==> config.mk <==
export PLATFORM = sky130hd
export DESIGN_NAME = seq_match_trigger
export DESIGN_NICKNAME = d
export VERILOG_FILES = /design/src/rtl/seq_trig_pkg.sv /design/src/rtl/trig_pulse_gen.sv /design/src/rtl/seq_match_trigger.sv
export SDC_FILE = /design/constraint.sdc
export NUM_CORES = 1
export LEC_CHECK = 0
export BUFFER_PORTS_ARGS = -buffer_cell sky130_fd_sc_hd__buf_2
export CORE_MARGIN = 10
export CORE_UTILIZATION = 42
export CTS_CLUSTER_SIZE = 24
export DETAILED_ROUTE_END_ITERATION = 16
export PLACE_DENSITY = 0.88
export SYNTH_ARGS = -nofsm -noshare
export SYNTH_HDL_FRONTEND = slang
export SYNTH_SLANG_ARGS = --single-unit
==> constraint.sdc <==
create_clock -name clk -period 5.5 [get_ports clk]
set_input_delay 1.1 -clock clk [delete_from_list [all_inputs] [get_ports clk]]
set_output_delay 1.1 -clock clk [all_outputs]
set_load 0.01 [all_outputs]
==> src/rtl/seq_trig_pkg.sv <==
// rtl/seq_trig_pkg.sv - shared FSM type, default AES pattern set and pattern slot helper
package seq_trig_pkg;

  typedef enum logic [1:0] {
    ST_TRACK = 2'd0,
    ST_PULSE = 2'd1,
    ST_DONE  = 2'd2
  } trig_state_e;

  localparam logic [127:0] AES_APPB_PT = 128'h3243f6a8_885a308d_313198a2_e0370734;
  localparam logic [127:0] AES_APPC_PT = 128'h00112233_44556677_8899aabb_ccddeeff;
  localparam logic [127:0] PAT_ZERO    = 128'h0;
  localparam logic [127:0] PAT_ONE     = 128'h1;

  // Pattern 0 occupies the least-significant slot, so the sequence starts with the AES plaintext.
  localparam logic [511:0] DEFAULT_PATTERNS = {PAT_ONE, PAT_ZERO, AES_APPC_PT, AES_APPB_PT};

  function automatic int unsigned pattern_lsb(input int unsigned k, input int unsigned width);
    return k * width;
  endfunction

endpackage

==> src/rtl/trig_pulse_gen.sv <==
// rtl/trig_pulse_gen.sv - fixed-width pulse generator; high for PULSE_LEN cycles after start
module trig_pulse_gen #(
  parameter int unsigned PULSE_LEN = 2
) (
  input  logic clk,
  input  logic rst,
  input  logic start_i,
  output logic trig_o,
  output logic done_o
);

  localparam int unsigned CNT_W = (PULSE_LEN < 1) ? 1 : $clog2(PULSE_LEN + 1);

  logic             active_q;
  logic [CNT_W-1:0] cnt_q;

  always_ff @(posedge clk) begin
    if (rst) begin
      active_q <= 1'b0;
      cnt_q    <= '0;
    end else if (start_i) begin
      active_q <= 1'b1;
      cnt_q    <= CNT_W'(PULSE_LEN - 1);
    end else if (active_q) begin
      if (cnt_q == '0) begin
        active_q <= 1'b0;
      end else begin
        cnt_q <= cnt_q - CNT_W'(1);
      end
    end
  end

  assign trig_o = active_q;
  // Asserted during the final high cycle so the owner can leave PULSE on the same edge the pulse drops.
  assign done_o = active_q && (cnt_q == '0);

endmodule

==> src/rtl/seq_match_trigger.sv <==
// rtl/seq_match_trigger.sv - ordered multi-pattern bus watcher that fires a trigger pulse on completion
module seq_match_trigger
  import seq_trig_pkg::*;
#(
  parameter int unsigned               DATA_W    = 128,
  parameter int unsigned               SEQ_LEN   = 4,
  parameter logic [SEQ_LEN*DATA_W-1:0] PATTERNS  = DEFAULT_PATTERNS,
  parameter int unsigned               PULSE_LEN = 2,
  parameter bit                        STRICT    = 1'b0,
  parameter bit                        REARM     = 1'b0
) (
  input  logic                         clk,
  input  logic                         rst,
  input  logic                         state_valid,
  input  logic [DATA_W-1:0]            state,
  output logic                         Tj_Trig,
  output logic [$clog2(SEQ_LEN+1)-1:0] seq_idx,
  output logic                         fired
);

  localparam int unsigned      IDX_W    = $clog2(SEQ_LEN + 1);
  localparam logic [IDX_W-1:0] LAST_IDX = IDX_W'(SEQ_LEN - 1);
  localparam logic [IDX_W-1:0] FULL_IDX = IDX_W'(SEQ_LEN);

  logic [DATA_W-1:0] pat [SEQ_LEN];

  for (genvar k = 0; k < SEQ_LEN; k++) begin : g_pat
    assign pat[k] = PATTERNS[pattern_lsb(k, DATA_W) +: DATA_W];
  end

  trig_state_e      fsm_q, fsm_d;
  logic [IDX_W-1:0] seq_idx_q, seq_idx_d;
  logic             fired_q, fired_d;
  logic [DATA_W-1:0] cur_pat;
  logic             is_match, is_first;
  logic             start_pulse, pulse_done, trig;

  always_comb begin
    cur_pat = pat[0];
    for (int k = 1; k < SEQ_LEN; k++) begin
      if (seq_idx_q == IDX_W'(k)) cur_pat = pat[k];
    end
  end

  assign is_match = (state == cur_pat);
  assign is_first = (state == pat[0]);

  always_comb begin
    fsm_d       = fsm_q;
    seq_idx_d   = seq_idx_q;
    fired_d     = fired_q;
    start_pulse = 1'b0;
    case (fsm_q)
      ST_TRACK: begin
        if (state_valid) begin
          if (is_match) begin
            if (seq_idx_q == LAST_IDX) begin
              seq_idx_d   = FULL_IDX;
              fsm_d       = ST_PULSE;
              fired_d     = 1'b1;
              start_pulse = 1'b1;
            end else begin
              seq_idx_d = seq_idx_q + IDX_W'(1);
            end
          end else if (STRICT) begin
            // A broken run may itself be the start of a new one.
            seq_idx_d = is_first ? IDX_W'(1) : '0;
          end
        end
      end
      ST_PULSE: begin
        if (pulse_done) begin
          if (REARM) begin
            fsm_d     = ST_TRACK;
            seq_idx_d = '0;
          end else begin
            fsm_d = ST_DONE;
          end
        end
      end
      ST_DONE: begin
        fsm_d = ST_DONE;
      end
      default: begin
        fsm_d     = ST_TRACK;
        seq_idx_d = '0;
      end
    endcase
  end

  always_ff @(posedge clk) begin
    if (rst) begin
      fsm_q     <= ST_TRACK;
      seq_idx_q <= '0;
      fired_q   <= 1'b0;
    end else begin
      fsm_q     <= fsm_d;
      seq_idx_q <= seq_idx_d;
      fired_q   <= fired_d;
    end
  end

  trig_pulse_gen #(
    .PULSE_LEN(PULSE_LEN)
  ) u_pulse (
    .clk    (clk),
    .rst    (rst),
    .start_i(start_pulse),
    .trig_o (trig),
    .done_o (pulse_done)
  );

  assign Tj_Trig = trig;
  assign seq_idx = seq_idx_q;
  assign fired   = fired_q;

endmodule

---- After elaboration in Yosys (flattened, before gate mapping) ----
Cells that the tools add are included.
storage, ports and cells
  logic and storage cells ................. 54
  bits of input ports ..................... 131
  output and inout bits ................... 5
  flip-flop bits (word level) ............. 9
operators by class
  $add $sub $neg .......................... 2
  reductions and logical operators ........ 11
  equality and inequality tests ........... 11
  multiplexer cells ....................... 22
  bitwise logic cells ..................... 2
operator list
  operator             number
  $mux 128             2
  $eq 128x128->1       1
  $mux 126             1
  $mux 1               10
  $ne 2x2->1 const B   5
  $mux 3               3
  $mux 2               4
  $reduce_and 4->1     2
  $eq 3x2->1 const B   2
  $pmux 2 s3           1
  $pmux 3 s2           1
  $logic_not 2->1      2
  $reduce_and 2->1     2
  $reduce_or 2->1      2
  $add 3x1->3 const B  1
  $eq 3x1->1 const B   1
  $reduce_and 3->1     1
  $eq 2x1->1 const B   1
  $eq 2x2->1 const B   1
  $not 1->1            2
  $reduce_bool 2->1    1
  $sub 2x1->2 const B  1
  $logic_and 1x1->1    1

---- Depth between registers and ports, before layout ----
  depth in word-level cells ............... 10
  mapped depth ............................ 10
  depth with buffers taken out ............ 8

---- Modules after synthesis ----
Synthesis repeated with hierarchy kept, for this count alone.
second synthesis, totals
  cells, all modules ...................... 193
  area total of the unflattened synthesis .. 1376.3 µm²
modules (own cells, without submodules)
  module             cells an instance  area each (µm²)  seq. area each (µm²)  times used
  seq_match_trigger  178                1213.7           120.1                 1
  trig_pulse_gen     15                 162.7            60.1                  1

---- Least setup slack after synthesis ----
No wires, ideal clock.
  path kind ............................... input to register
  start ................................... input port state[122]
  end ..................................... register fsm_q[1]
  required time ........................... 5.421 ns
  library setup time ...................... 0.079 ns
  data arrival time ....................... 2.999 ns
  setup slack ............................. 2.422 ns
  stages on the path ...................... 6
  path buffers ............................ 0
  path through ............................ nor4b_1 nand4_1 or4_1 or4_4 or4_1 o211ai_1
on the way
  word-level cells in the longest chain between the ends .. 3
ends and longest elaborated chain
  element                     line                     text
  start, declared             seq_match_trigger.sv:15  input logic [DATA_W-1:0] state,
  $eq 128x128->1              seq_match_trigger.sv:45  assign is_match = (state == cur_pat);
  $ne 2x2->1 (no line)        n/a
  $reduce_and 4->1 (no line)  n/a
  end signal, assigned        seq_match_trigger.sv:97  fsm_q <= fsm_d;
  end, declared               seq_match_trigger.sv:31  trig_state_e fsm_q, fsm_d;
Every way passes these cells.
A chain may end at the register's enable or synchronous reset.

---- Final worst setup path ----
  start ................................... register seq_idx_q[0] (netlist: seq_idx[0])
  end ..................................... register u_pulse.cnt_q[1]
on the way
  word-level cells in the longest chain between the ends .. 9
  elaborated cells on any way between the ends .. 12
  those cells by class .................... eq/ne: 4; mux: 7; reduce/logical: 1
ends and longest elaborated chain
  element                      line                     text
  start, declared              seq_match_trigger.sv:32  logic [IDX_W-1:0] seq_idx_q, seq_idx_d;
  start signal, assigned       seq_match_trigger.sv:98  seq_idx_q <= seq_idx_d;
  $eq 3x1->1                   seq_match_trigger.sv:41  if (seq_idx_q == IDX_W'(k)) cur_pat = pat[k];
  $mux 126                     seq_match_trigger.sv:41
  $mux 128 (2 in a row)        seq_match_trigger.sv:41
  $eq 128x128->1               seq_match_trigger.sv:45
  $mux 1 *                     seq_match_trigger.sv:56  if (is_match) begin
  $mux 1 *                     seq_match_trigger.sv:55  if (state_valid) begin
  $mux 1 *                     seq_match_trigger.sv:53  case (fsm_q)
  $reduce_or 2->1 (no line) *  n/a
  end signal, assigned         trig_pulse_gen.sv:23     cnt_q <= CNT_W'(PULSE_LEN - 1);
  end signal, assigned         trig_pulse_gen.sv:28     cnt_q <= cnt_q - CNT_W'(1);
  end, declared                trig_pulse_gen.sv:15     logic [CNT_W-1:0] cnt_q;
Mark *: on every way between the ends. The rest lies on a longest branch, timed or not.

==> impl_metrics.prom <==
# TYPE chip_impl_metric gauge
chip_impl_info{name="status",value="finished, final reports clean"} 1
chip_impl_metric{name="setup_tns",unit="ns"} 0
chip_impl_metric{name="finalHoldWorstSlack",unit="ns"} 0.452
chip_impl_metric{name="drive_above_1_share",unit=""} 0.416
chip_impl_info{name="ctsRootBufferMaster",value="sky130_fd_sc_hd__clkbuf_8"} 1
chip_impl_metric{name="grt-ovfl-total",unit=""} 0
chip_impl_metric{name="post_cts.repair.setup_buffers",unit=""} 0
chip_impl_metric{name="drv_cap",unit=""} 0
chip_impl_metric{name="initial_antenna_violation_count",unit=""} 0
chip_impl_info{name="final_common_cell",value="sky130_fd_sc_hd__buf_2"} 1
chip_impl_metric{name="final_nets",unit=""} 492
chip_impl_metric{name="dieArea",unit="sq um"} 6530
chip_impl_info{name="cp-endpoint",value="u_pulse.cnt_q[1]$_SDFFE_PP0P_"} 1
chip_impl_metric{name="floorplan.die.height",unit="microns"} 80.8
chip_impl_metric{name="ctsResizeCount",unit=""} 0
chip_impl_metric{name="grt_use_met1",unit=""} 0.204
chip_impl_metric{name="cellLeakagePower",unit="nW"} 0.980
chip_impl_metric{name="n_antenna_cell",unit=""} 0
chip_impl_metric{name="maximum_number_of_pins_on_one_net_before_global_route_repair",unit=""} 18
chip_impl_metric{name="power.density_cell_area",unit="nW/um^2"} 97.4
chip_impl_metric{name="grt_first_pass_wirelength",unit="microns"} 10300
chip_impl_metric{name="layout_min_cycle_time",unit="ns"} 3.48
chip_impl_metric{name="boundaryPins",unit=""} 136
chip_impl_info{name="layer_carrying_the_most_global_route_usage",value="met2"} 1
chip_impl_metric{name="detailedRoute.firstPassIterationCount",unit=""} 4
chip_impl_metric{name="ys_ff_latch",unit=""} 9
chip_impl_metric{name="clock_latency_on_the_worst_skew_pair",unit="ns"} 0.23
chip_impl_metric{name="floorplan.rows",unit=""} 22
chip_impl_info{name="most_frequent_cells_in_the_layout",value="sky130_fd_sc_hd__buf_2 (135), sky130_fd_sc_hd__nor4_1 (39), sky130_fd_sc_hd__nand4_1 (27)"} 1
chip_impl_metric{name="drc",unit=""} 0
chip_impl_metric{name="final_cell_area",unit="sq um"} 2290
chip_impl_info{name="hold_path_start",value="fired$_SDFFE_PP0P_"} 1
chip_impl_info{name="r2r_start",value="seq_idx[0]$_SDFFE_PP0P_"} 1
chip_impl_info{name="hold_path_class",value="flip-flop to flip-flop"} 1
chip_impl_metric{name="maxSlewViolCount",unit=""} 0
chip_impl_metric{name="holdBufCountCts",unit=""} 0
chip_impl_metric{name="detail-route-antenna-nets",unit=""} 0
chip_impl_metric{name="vdd_ir_drop_max",unit="mV"} 0.0722
chip_impl_info{name="tritoncts",value="done"} 1
chip_impl_metric{name="grt_resource_usage_total",unit=""} 0.190
chip_impl_metric{name="synthesis.area",unit="sq um"} 1550
chip_impl_metric{name="finalClockSkew",unit="ns"} 0.00119
chip_impl_metric{name="routed_length_per_instance",unit="microns"} 16.7
chip_impl_metric{name="worst-r2r-cell-count",unit=""} 8
chip_impl_metric{name="worst-endpoint-arrival",unit="ns"} 3.60
chip_impl_metric{name="final_worst_path_cycle_share",unit=""} 0.632
chip_impl_metric{name="sequential_element_share_of_the_synthesized_area",unit=""} 0.116
chip_impl_metric{name="overall_via_count_from_detail_route",unit=""} 2366
chip_impl_metric{name="path_max_fanout",unit=""} 17
chip_impl_metric{name="drtIter0Drc",unit=""} 158
chip_impl_metric{name="worst-slew-pin-transition",unit="ns"} 0.785
chip_impl_metric{name="syn_inst",unit=""} 219
chip_impl_metric{name="die_width",unit="microns"} 80.8
chip_impl_metric{name="post_synth_num_cell_types",unit=""} 48
chip_impl_metric{name="port_buffer_cells",unit=""} 135
chip_impl_metric{name="reg2reg_slack",unit="ns"} 2.02
chip_impl_info{name="critPathLaunch",value="seq_idx[0]$_SDFFE_PP0P_"} 1
chip_impl_metric{name="critical_path_required",unit="ns"} 5.62
chip_impl_metric{name="clock.fmax",unit="GHz"} 0.288
chip_impl_metric{name="clock_tree.htree_level_count",unit=""} 1
chip_impl_info{name="ys.flop_type",value="sky130_fd_sc_hd__dfxtp_1"} 1
chip_impl_metric{name="number_of_flops_mapped_to_enable_cells_by_yosys",unit=""} 0
chip_impl_metric{name="cts.path.max_buffers",unit=""} 2
chip_impl_metric{name="core_area",unit="sq um"} 3610
chip_impl_metric{name="finalHoldViolCount",unit=""} 0
chip_impl_metric{name="synthesis.nets",unit=""} 357
chip_impl_metric{name="initial_standard_cell_utilization_of_the_core",unit=""} 0.430
chip_impl_metric{name="cts_sinks",unit=""} 9
chip_impl_metric{name="async_reset_ff_frac",unit=""} 0
chip_impl_metric{name="timing.slew.headroom",unit=""} 0.463
chip_impl_metric{name="use_met3",unit=""} 0.0817
chip_impl_metric{name="postPlaceCellArea",unit="sq um"} 2250
chip_impl_info{name="rr_endpoint",value="u_pulse.cnt_q[1]$_SDFFE_PP0P_"} 1
chip_impl_metric{name="dp_hpwl",unit="microns"} 6090
chip_impl_metric{name="layout-area-overhead-vs-synth",unit="%"} 47.7
chip_impl_metric{name="setup_viol_count_final",unit=""} 0
chip_impl_info{name="worstSetupPathType",value="flip-flop to flip-flop"} 1
chip_impl_metric{name="clkTransAtPathRegs",unit="ns"} 0.04
chip_impl_info{name="end_kind",value="flip-flop"} 1
chip_impl_metric{name="first_global_vias",unit=""} 2448
chip_impl_metric{name="routability_congestion",unit=""} 0.939
chip_impl_metric{name="vias_per_cell",unit=""} 5.90
chip_impl_metric{name="cts_inserted_buffers",unit=""} 3
chip_impl_metric{name="average_footprint_of_a_synthesized_cell",unit="sq um"} 7.08
chip_impl_metric{name="grt_util_met2",unit=""} 0.332
chip_impl_metric{name="yosysWarnings",unit=""} 0
chip_impl_metric{name="detail_route.wirelength",unit="microns"} 6690
chip_impl_info{name="rsz0062_at_grt",value="false"} 1
chip_impl_info{name="crit_path_start_kind",value="flip-flop"} 1
==> power by group <==
part	internal, mW	switching (mW)
Sequential	0.0655	0.0000000000000000276
Combinational	0.0424	0.0412
Clock	0.0503	0.0239
Total	0.158	0.0650
==> worst min path at each step <==
| stage | end | cells past startpoint |
|---|---|---|
| after floorplan | fsm_q[0]$_SDFFE_PP0P_ | 2 |
| after global placement | fired$_SDFFE_PP0P_ | 2 |
| after detailed placement | fired$_SDFFE_PP0P_ | 2 |
| after CTS | fired$_SDFFE_PP0P_ | 2 |
| after global routing | fired$_SDFFE_PP0P_ | 2 |
| final | fired$_SDFFE_PP0P_ | 2 |
==> logic make-up after synthesis <==
logic type	Yosys count	synth area share
AOI/OAI and AO/OA	28	0.148
and+or+nand+nor	155	0.602
xor gates and xnor gates	1	0.00565
buffers and inverters	16	0.0532
muxes	3	0.0194
DFF	9	0.116
adders and majority gates	7	0.0564
==> cells in the mapped netlist (all sizes together) (2+ instances only) <==
cell type	count	area, sq um
dfxtp	9	180
o22ai	3	18.8
or4	7	56.3
ha	7	87.6
and4	3	26.3
and3	6	37.5
nand2	16	60.1
inv	11	41.3
o41ai	2	36.3
a2111oi	2	17.5
buf	3	33.8
clkbuf	2	7.51
o211ai	2	15.0
a21oi	6	30.0
nor4b	3	26.3
nand3	13	65.1
nor3	16	91.3
mux2i	3	30.0
nor2b	2	12.5
nand3b	2	15.0
nor2	12	45.0
nand4	27	169
nor4	40	256
o21a	2	15.0
==> per-layer routing <==
metal  vias up  wire length (microns)
li1       1190                      -
met1      1046                   2490
met2       118                   3330
met3        12                    750
met4         0                    121
met5         -                      0
==> worst max-delay path, stage by stage (launching register included) <==
cell and delay, ns:
sky130_fd_sc_hd__dfxtp_1 0.35, sky130_fd_sc_hd__ha_1 0.22, sky130_fd_sc_hd__ha_1 0.39, sky130_fd_sc_hd__or4b_4 0.65, sky130_fd_sc_hd__nor4_1 0.47, sky130_fd_sc_hd__o22ai_1 0.12
sky130_fd_sc_hd__a2111oi_0 0.64, sky130_fd_sc_hd__nand4_1 0.27, sky130_fd_sc_hd__and3_1 0.25
==> state kept, by name, indices dropped and copies added (netlist names) <==
name / count
fsm_q: 2
seq_idx: 3
fired: 1
u_pulse.cnt_q: 2
u_pulse.trig_o: 1
==> per-stage QoR <==
stage | utilization | setup WS (ns) | power (mW) | std cells
after floorplan | - | 2.42 | 0.0834 | 219
after global placement | 0.623 | 2.12 | 0.147 | 397
after detailed placement | 0.623 | 2.07 | 0.149 | 397
after CTS | 0.635 | 2.07 | 0.224 | 401
after global routing | 0.635 | 1.92 | 0.239 | 401
final | 0.635 | 2.02 | 0.223 | 401
==> final cells by class <==
cell class,count,area [sq um]
clock buffer,4,45.0
fill,344,1320
inverter,11,41.3
multi-input combinational,194,1290
sequential,9,180
tap,48,60.1
timing repair buffer,135,676
Power figures use the tool's default switching activity.
